$ cat config.mk
export PLATFORM = sky130hd
export DESIGN_NAME = stm_pair_collector_flat
export DESIGN_NICKNAME = d
export VERILOG_FILES = /design/src/rtl/stm_pair_collector_if.sv /design/src/rtl/stm_pair_collector.sv /design/src/flat_wrapper.sv
export SDC_FILE = /design/constraint.sdc
export NUM_CORES = 1
export LEC_CHECK = 0
export BUFFER_PORTS_ARGS = -buffer_cell sky130_fd_sc_hd__buf_2
export CELL_PAD_IN_SITES_DETAIL_PLACEMENT = 2
export CELL_PAD_IN_SITES_GLOBAL_PLACEMENT = 2
export CORE_ASPECT_RATIO = 1.75
export CORE_MARGIN = 5
export CORE_UTILIZATION = 45
export CTS_CLUSTER_SIZE = 40
export DETAILED_ROUTE_END_ITERATION = 12
export PLACE_DENSITY = 0.87
export SETUP_SLACK_MARGIN = 0.2
export SKIP_LAST_GASP = 1
export SYNTH_ARGS = -nofsm -noshare
export SYNTH_HDL_FRONTEND = slang
export SYNTH_SLANG_ARGS = --single-unit
$ cat constraint.sdc
create_clock -name CLK -period 4.3 [get_ports CLK]
set_input_delay 0.645 -clock CLK [delete_from_list [all_inputs] [get_ports CLK]]
set_output_delay 0.645 -clock CLK [all_outputs]
set_load 0.05 [all_outputs]
$ cat src/rtl/stm_pair_collector_if.sv
// Pair-collector bus: upstream word stream, clear strobe, and the downstream
// valid/ready pair port with its occupancy/drop status.
interface stm_pair_collector_if #(
  parameter int WIDTH = 32,
  parameter int DEPTH = 4,
  parameter int CNT_W = 8
);
  localparam int CW = $clog2(DEPTH) + 1;

  logic               in_valid;
  logic [WIDTH-1:0]   in;
  logic               clear;
  logic               out_valid;
  logic               out_ready;
  logic [2*WIDTH-1:0] out;
  logic [CW-1:0]      count;
  logic               overflow;
  logic [CNT_W-1:0]   drop_count;

  modport master (
    output in_valid, in, clear, out_ready,
    input  out_valid, out, count, overflow, drop_count
  );

  modport slave (
    input  in_valid, in, clear, out_ready,
    output out_valid, out, count, overflow, drop_count
  );
endinterface

$ cat src/rtl/stm_pair_collector.sv
// Groups consecutive valid words into {phase-B, phase-A} pairs, queues them in a
// small FIFO and counts pairs lost while the FIFO is full and not draining.
module stm_pair_collector #(
  parameter int WIDTH = 32,
  parameter int DEPTH = 4,
  parameter int CNT_W = 8
) (
  input logic                CLK,
  input logic                RST,
  stm_pair_collector_if.slave bus
);
  localparam int AW = $clog2(DEPTH);
  localparam int CW = AW + 1;

  typedef enum logic {PHASE_A, PHASE_B} phase_t;

  phase_t             phase, phase_next;
  logic [WIDTH-1:0]   lo;
  logic [2*WIDTH-1:0] mem [DEPTH];
  logic [AW-1:0]      wr_ptr, rd_ptr;
  logic [CW-1:0]      cnt;
  logic               ovf;
  logic [CNT_W-1:0]   drops;
  logic               take_lo, pair_done, nonempty, full, pop, push, drop;

  function automatic logic [CNT_W-1:0] sat_inc(input logic [CNT_W-1:0] v);
    return (&v) ? v : v + CNT_W'(1);
  endfunction

  // Phase is counted in valid words, so idle cycles leave it untouched.
  always_comb begin
    phase_next = phase;
    take_lo    = 1'b0;
    pair_done  = 1'b0;
    if (bus.in_valid) begin
      case (phase)
        PHASE_A: begin
          take_lo    = 1'b1;
          phase_next = PHASE_B;
        end
        PHASE_B: begin
          pair_done  = 1'b1;
          phase_next = PHASE_A;
        end
      endcase
    end
  end

  assign nonempty = (cnt != '0);
  assign full     = (cnt == CW'(DEPTH));
  assign pop      = nonempty & bus.out_ready;
  // A same-cycle pop frees the slot a full FIFO would otherwise refuse.
  assign push     = pair_done & (~full | pop);
  assign drop     = pair_done & full & ~pop;

  always_ff @(posedge CLK or posedge RST) begin
    if (RST) begin
      phase <= PHASE_A;
      lo    <= '0;
    end else begin
      phase <= phase_next;
      if (take_lo) lo <= bus.in;
    end
  end

  always_ff @(posedge CLK) begin
    if (push) mem[wr_ptr] <= {bus.in, lo};
  end

  always_ff @(posedge CLK or posedge RST) begin
    if (RST) begin
      wr_ptr <= '0;
      rd_ptr <= '0;
      cnt    <= '0;
      ovf    <= 1'b0;
      drops  <= '0;
    end else begin
      if (push) wr_ptr <= wr_ptr + AW'(1);
      if (pop)  rd_ptr <= rd_ptr + AW'(1);
      case ({push, pop})
        2'b10:   cnt <= cnt + CW'(1);
        2'b01:   cnt <= cnt - CW'(1);
        default: cnt <= cnt;
      endcase
      // A drop in the clearing cycle wins: it becomes the first counted drop.
      if (drop) begin
        ovf   <= 1'b1;
        drops <= bus.clear ? CNT_W'(1) : sat_inc(drops);
      end else if (bus.clear) begin
        ovf   <= 1'b0;
        drops <= '0;
      end
    end
  end

  assign bus.out_valid  = nonempty;
  assign bus.out        = nonempty ? mem[rd_ptr] : '0;
  assign bus.count      = cnt;
  assign bus.overflow   = ovf;
  assign bus.drop_count = drops;
endmodule

$ cat src/flat_wrapper.sv
// flat-port wrapper written by rule: the top's interface ports become plain ports
module stm_pair_collector_flat 
#(
  parameter int WIDTH = 32,
  parameter int DEPTH = 4,
  parameter int CNT_W = 8
)
  (CLK, RST, bus_in_valid, bus_in, bus_clear, bus_out_ready, bus_out_valid, bus_out, bus_count, bus_overflow, bus_drop_count);
  stm_pair_collector_if #(.WIDTH(WIDTH), .DEPTH(DEPTH), .CNT_W(CNT_W)) bus_i ();
  input logic CLK;
  input logic RST;
  input wire logic [$bits(bus_i.in_valid)-1:0] bus_in_valid;
  input wire logic [$bits(bus_i.in)-1:0] bus_in;
  input wire logic [$bits(bus_i.clear)-1:0] bus_clear;
  input wire logic [$bits(bus_i.out_ready)-1:0] bus_out_ready;
  output wire logic [$bits(bus_i.out_valid)-1:0] bus_out_valid;
  output wire logic [$bits(bus_i.out)-1:0] bus_out;
  output wire logic [$bits(bus_i.count)-1:0] bus_count;
  output wire logic [$bits(bus_i.overflow)-1:0] bus_overflow;
  output wire logic [$bits(bus_i.drop_count)-1:0] bus_drop_count;
  assign bus_i.in_valid = bus_in_valid;
  assign bus_i.in = bus_in;
  assign bus_i.clear = bus_clear;
  assign bus_i.out_ready = bus_out_ready;
  assign bus_out_valid = bus_i.out_valid;
  assign bus_out = bus_i.out;
  assign bus_count = bus_i.count;
  assign bus_overflow = bus_i.overflow;
  assign bus_drop_count = bus_i.drop_count;
  stm_pair_collector #(.WIDTH(WIDTH), .DEPTH(DEPTH), .CNT_W(CNT_W)) u_core (.CLK(CLK), .RST(RST), .bus(bus_i));
endmodule
==> flow_metrics.py <==
metrics = {
    "yosys": {
        "syn_area_per_cell_um2": 20.3,
        "synth.net_count": 624,
        "ys_seq_area_frac": 0.754,
        "synth_edf_count": 256,
        "syn-instance-count": 581,
        "synth_cell_types": 38,
        "synthFlopType": "edfxtp_1",
        "async_flop_share": 0.161,
        "yosysWarnings": 0,
        "synth_seq_cells": 305,
        "syn_area_um2": 11800,
    },
    "sta": {
        "drv_slew": 0,
        "hold_viol": 0,
        "tightest_slew_ns": 1.20,
        "fin_setup_tns_ns": 0,
        "slew_headroom": 0.202,
        "period_share": 0.804,
        "finalSetupViolCount": 0,
        "fin_ws_ns": 0.843,
        "fin_crit_ns": 3.46,
        "rsz0062_at_grt": "false",
        "skew_ns": 0.0132,
        "fmax_ghz": 0.289,
    },
    "floorplanning": {
        "boundaryPins": 114,
        "die_h_um": 224,
        "die_area_um2": 29700,
        "die-width_um": 133,
        "core-area_um2": 26000,
        "initial_core_util": 0.455,
        "core.rowCount": 78,
    },
    "drt": {
        "drt_iter0_markers": 437,
        "antenna_left": 0,
        "avgRoutedWirePerCell_um": 27.9,
        "first_pass_iters": 4,
        "vias_per_cell": 5.61,
        "drc": 0,
        "num_vias": 5839,
        "wl_mm": 29.0,
    },
    "cts": {
        "post_cts_resized": 0,
        "root_buffer": "clkbuf_16",
        "post_cts_buffers": 0,
        "cts_buffer_depth": 3,
        "clkSinkCount": 305,
        "clk_latency_ns": 0.56,
        "holdBufCountCts": 0,
        "cts-buffers-inserted": 28,
        "htree_levels": 1,
        "cts_tree": "yes",
        "clk_pin_slew_ns": 0.07,
    },
    "grt": {
        "overflow": 0,
        "grt_antenna_before_repair": 1,
        "grt_pass1_vias": 6891,
        "grt_max_degree": 69,
        "grt_util_all_layers": 0.200,
        "grt_pass1_wl_mm": 45.1,
    },
    "placement": {
        "gp_congestion": 0.713,
        "dpl.hpwl_mm": 17.1,
        "pre_cts_ws_ns": 1.22,
        "portBuffers": 113,
    },
    "pwr": {
        "powerDensity_nw_per_um2": 841,
        "leakage_nw": 4.78,
        "peakVddDrop_mv": 0.628,
    },
    "cells_and_area": {
        "area_growth_pct": 15.5,
        "final_cell_mix": "edfxtp_1 (256), buf_2 (113), mux4_2 (64), and2_1 (64), dfrtp_1 (47)",
        "multi_input_area_um2": 2760,
        "drive_gt1_frac": 0.376,
        "regArea_um2": 8920,
        "antennaDiodeCount": 0,
        "final_util": 0.526,
        "nNetsFinal": 741,
        "nFillCells": 2302,
        "final_common_cell": "edfxtp_1",
    },
    "worst_setup_path": {
        "endpoint_kind": "primary output",
        "cp-start-kind": "register",
        "arrival_ns": 2.81,
        "required_ns": 3.65,
        "worst-setup-path-type": "register to primary output",
        "cp_max_fo": 38,
    },
    "outcome": {
        "outcome": "finished clean",
    },
    "hold_path": {
        "min_path_type": "primary input to asynchronous set/reset pin",
    },
    "run": {
        "max_cap_viol_count": 0,
    },
}
-- worst max-delay path, stage by stage, from the launching register on --
cell     delay (ns)
dfrtp_4        0.84
buf_12         0.38
mux4_2         0.59
and2_1         0.19
buf_2          0.22
-- worst paths after layout --
| check | startpoint | to | slack, ns | cells after the start |
|---|---|---|---|---|
| max | u_core.rd_ptr[0]$_DFFE_PP0P_ | bus_out[27] | 0.84 | 4 |
| min | RST | u_core.bus.count[0]$_DFFE_PP0P_ | 0.13 | 2 |
| max reg2reg | u_core.bus.count[2]$_DFFE_PP0P_ | u_core.bus.count[2]$_DFFE_PP0P_ | 1.31 | 7 |
| min reg2reg | u_core.lo[27]$_DFFE_PP0P_ | u_core.mem[0][27]$_DFFE_PP_ | 0.51 | 0 |
| max in group asynchronous | RST | u_core.rd_ptr[0]$_DFFE_PP0P_ | 3.28 | 3 |
| min in group CLK | bus_in[29] | u_core.mem[3][61]$_DFFE_PP_ | 0.32 | 1 |
-- power breakdown --
group | switching, mW | internal, mW | leakage, nW
Combinational | 2.94 | 1.42 | 1.40
Clock | 1.12 | 1.46 | 0.466
Sequential | 0.555 | 4.00 | 2.92
-- synth_stat cells (2+ instances only) --
| cell type | number | area share |
|---|---|---|
| buf_2 | 10 | 0.0042 |
| or4_1 | 3 | 0.0019 |
| o21ai_0 | 9 | 0.0038 |
| nand2_1 | 5 | 0.0016 |
| or3_2 | 2 | 0.0013 |
| xnor2_1 | 4 | 0.0030 |
| dfrtp_1 | 49 | 0.10 |
| mux2_2 | 31 | 0.030 |
| nor2b_1 | 2 | 0.0011 |
| nand3_1 | 8 | 0.0034 |
| and2_1 | 68 | 0.036 |
| buf_1 | 4 | 0.0013 |
| clkbuf_1 | 14 | 0.0044 |
| edfxtp_1 | 256 | 0.65 |
| ha_1 | 5 | 0.0053 |
| xor2_1 | 2 | 0.0015 |
| nor2_1 | 4 | 0.0013 |
| inv_1 | 8 | 0.0025 |
| mux4_2 | 64 | 0.12 |
| a21oi_1 | 12 | 0.0051 |
| o31ai_1 | 3 | 0.0019 |
| or3_1 | 2 | 0.0011 |
-- through the flow --
step | power (mW) | std cells | hold WS [ns] | area (µm²)
floorplan | 7.73 | 581 | 0.469 | 11800
global placement | 8.71 | 988 | 0.482 | 12700
detailed placement | 9.00 | 988 | 0.506 | 12700
CTS | 11.7 | 1040 | 0.127 | 13700
global route | 12.0 | 1040 | 0.163 | 13700
finish | 11.5 | 1040 | 0.129 | 13700
-- state kept, by name (all words and copies together), names as in the netlist --
| name | flops |
|---|---|
| u_core.mem | 256 |
| u_core.lo | 32 |
| u_core.bus.drop_count | 8 |
| u_core.bus.count | 3 |
| u_core.rd_ptr | 2 |
| u_core.wr_ptr | 2 |
| u_core.bus.overflow | 1 |
| u_core.phase | 1 |
-- logic make-up (layout without fill, tap and decap cells) --
family | Yosys count | count (layout) | synth area share
flops | 305 | 305 | 0.754
simple gates | 99 | 99 | 0.0519
mux | 97 | 97 | 0.153
buf+inv | 38 | 177 | 0.0141
compound gates | 30 | 30 | 0.0155
fa+ha+maj | 6 | 6 | 0.00698
xor+xnor | 6 | 6 | 0.00444
-- layer usage --
| layer | vias up | share of wire | global-route usage | wire length (µm) |
|---|---|---|---|---|
| met1 | 3133 | 0.38 | 0.243 | 11000 |
| met4 | 2 | 0.028 | 0.0624 | 818 |
| met2 | 133 | 0.56 | 0.368 | 16300 |
| met5 | - | 0.00024 | 0 | 7 |
| met3 | 48 | 0.032 | 0.0275 | 918 |
| li1 | 2523 | - | - | - |
-- area by class of cell --
type                    count  area share
clock buffers              31      0.0529
clock inverters            21      0.0159
inverters                   8     0.00220
multi-input cells         238       0.202
flip-flops and latches    305       0.653
well taps                 320      0.0293
repair buffers            117      0.0445
No activity file was read; power rests on OpenSTA's default activity.
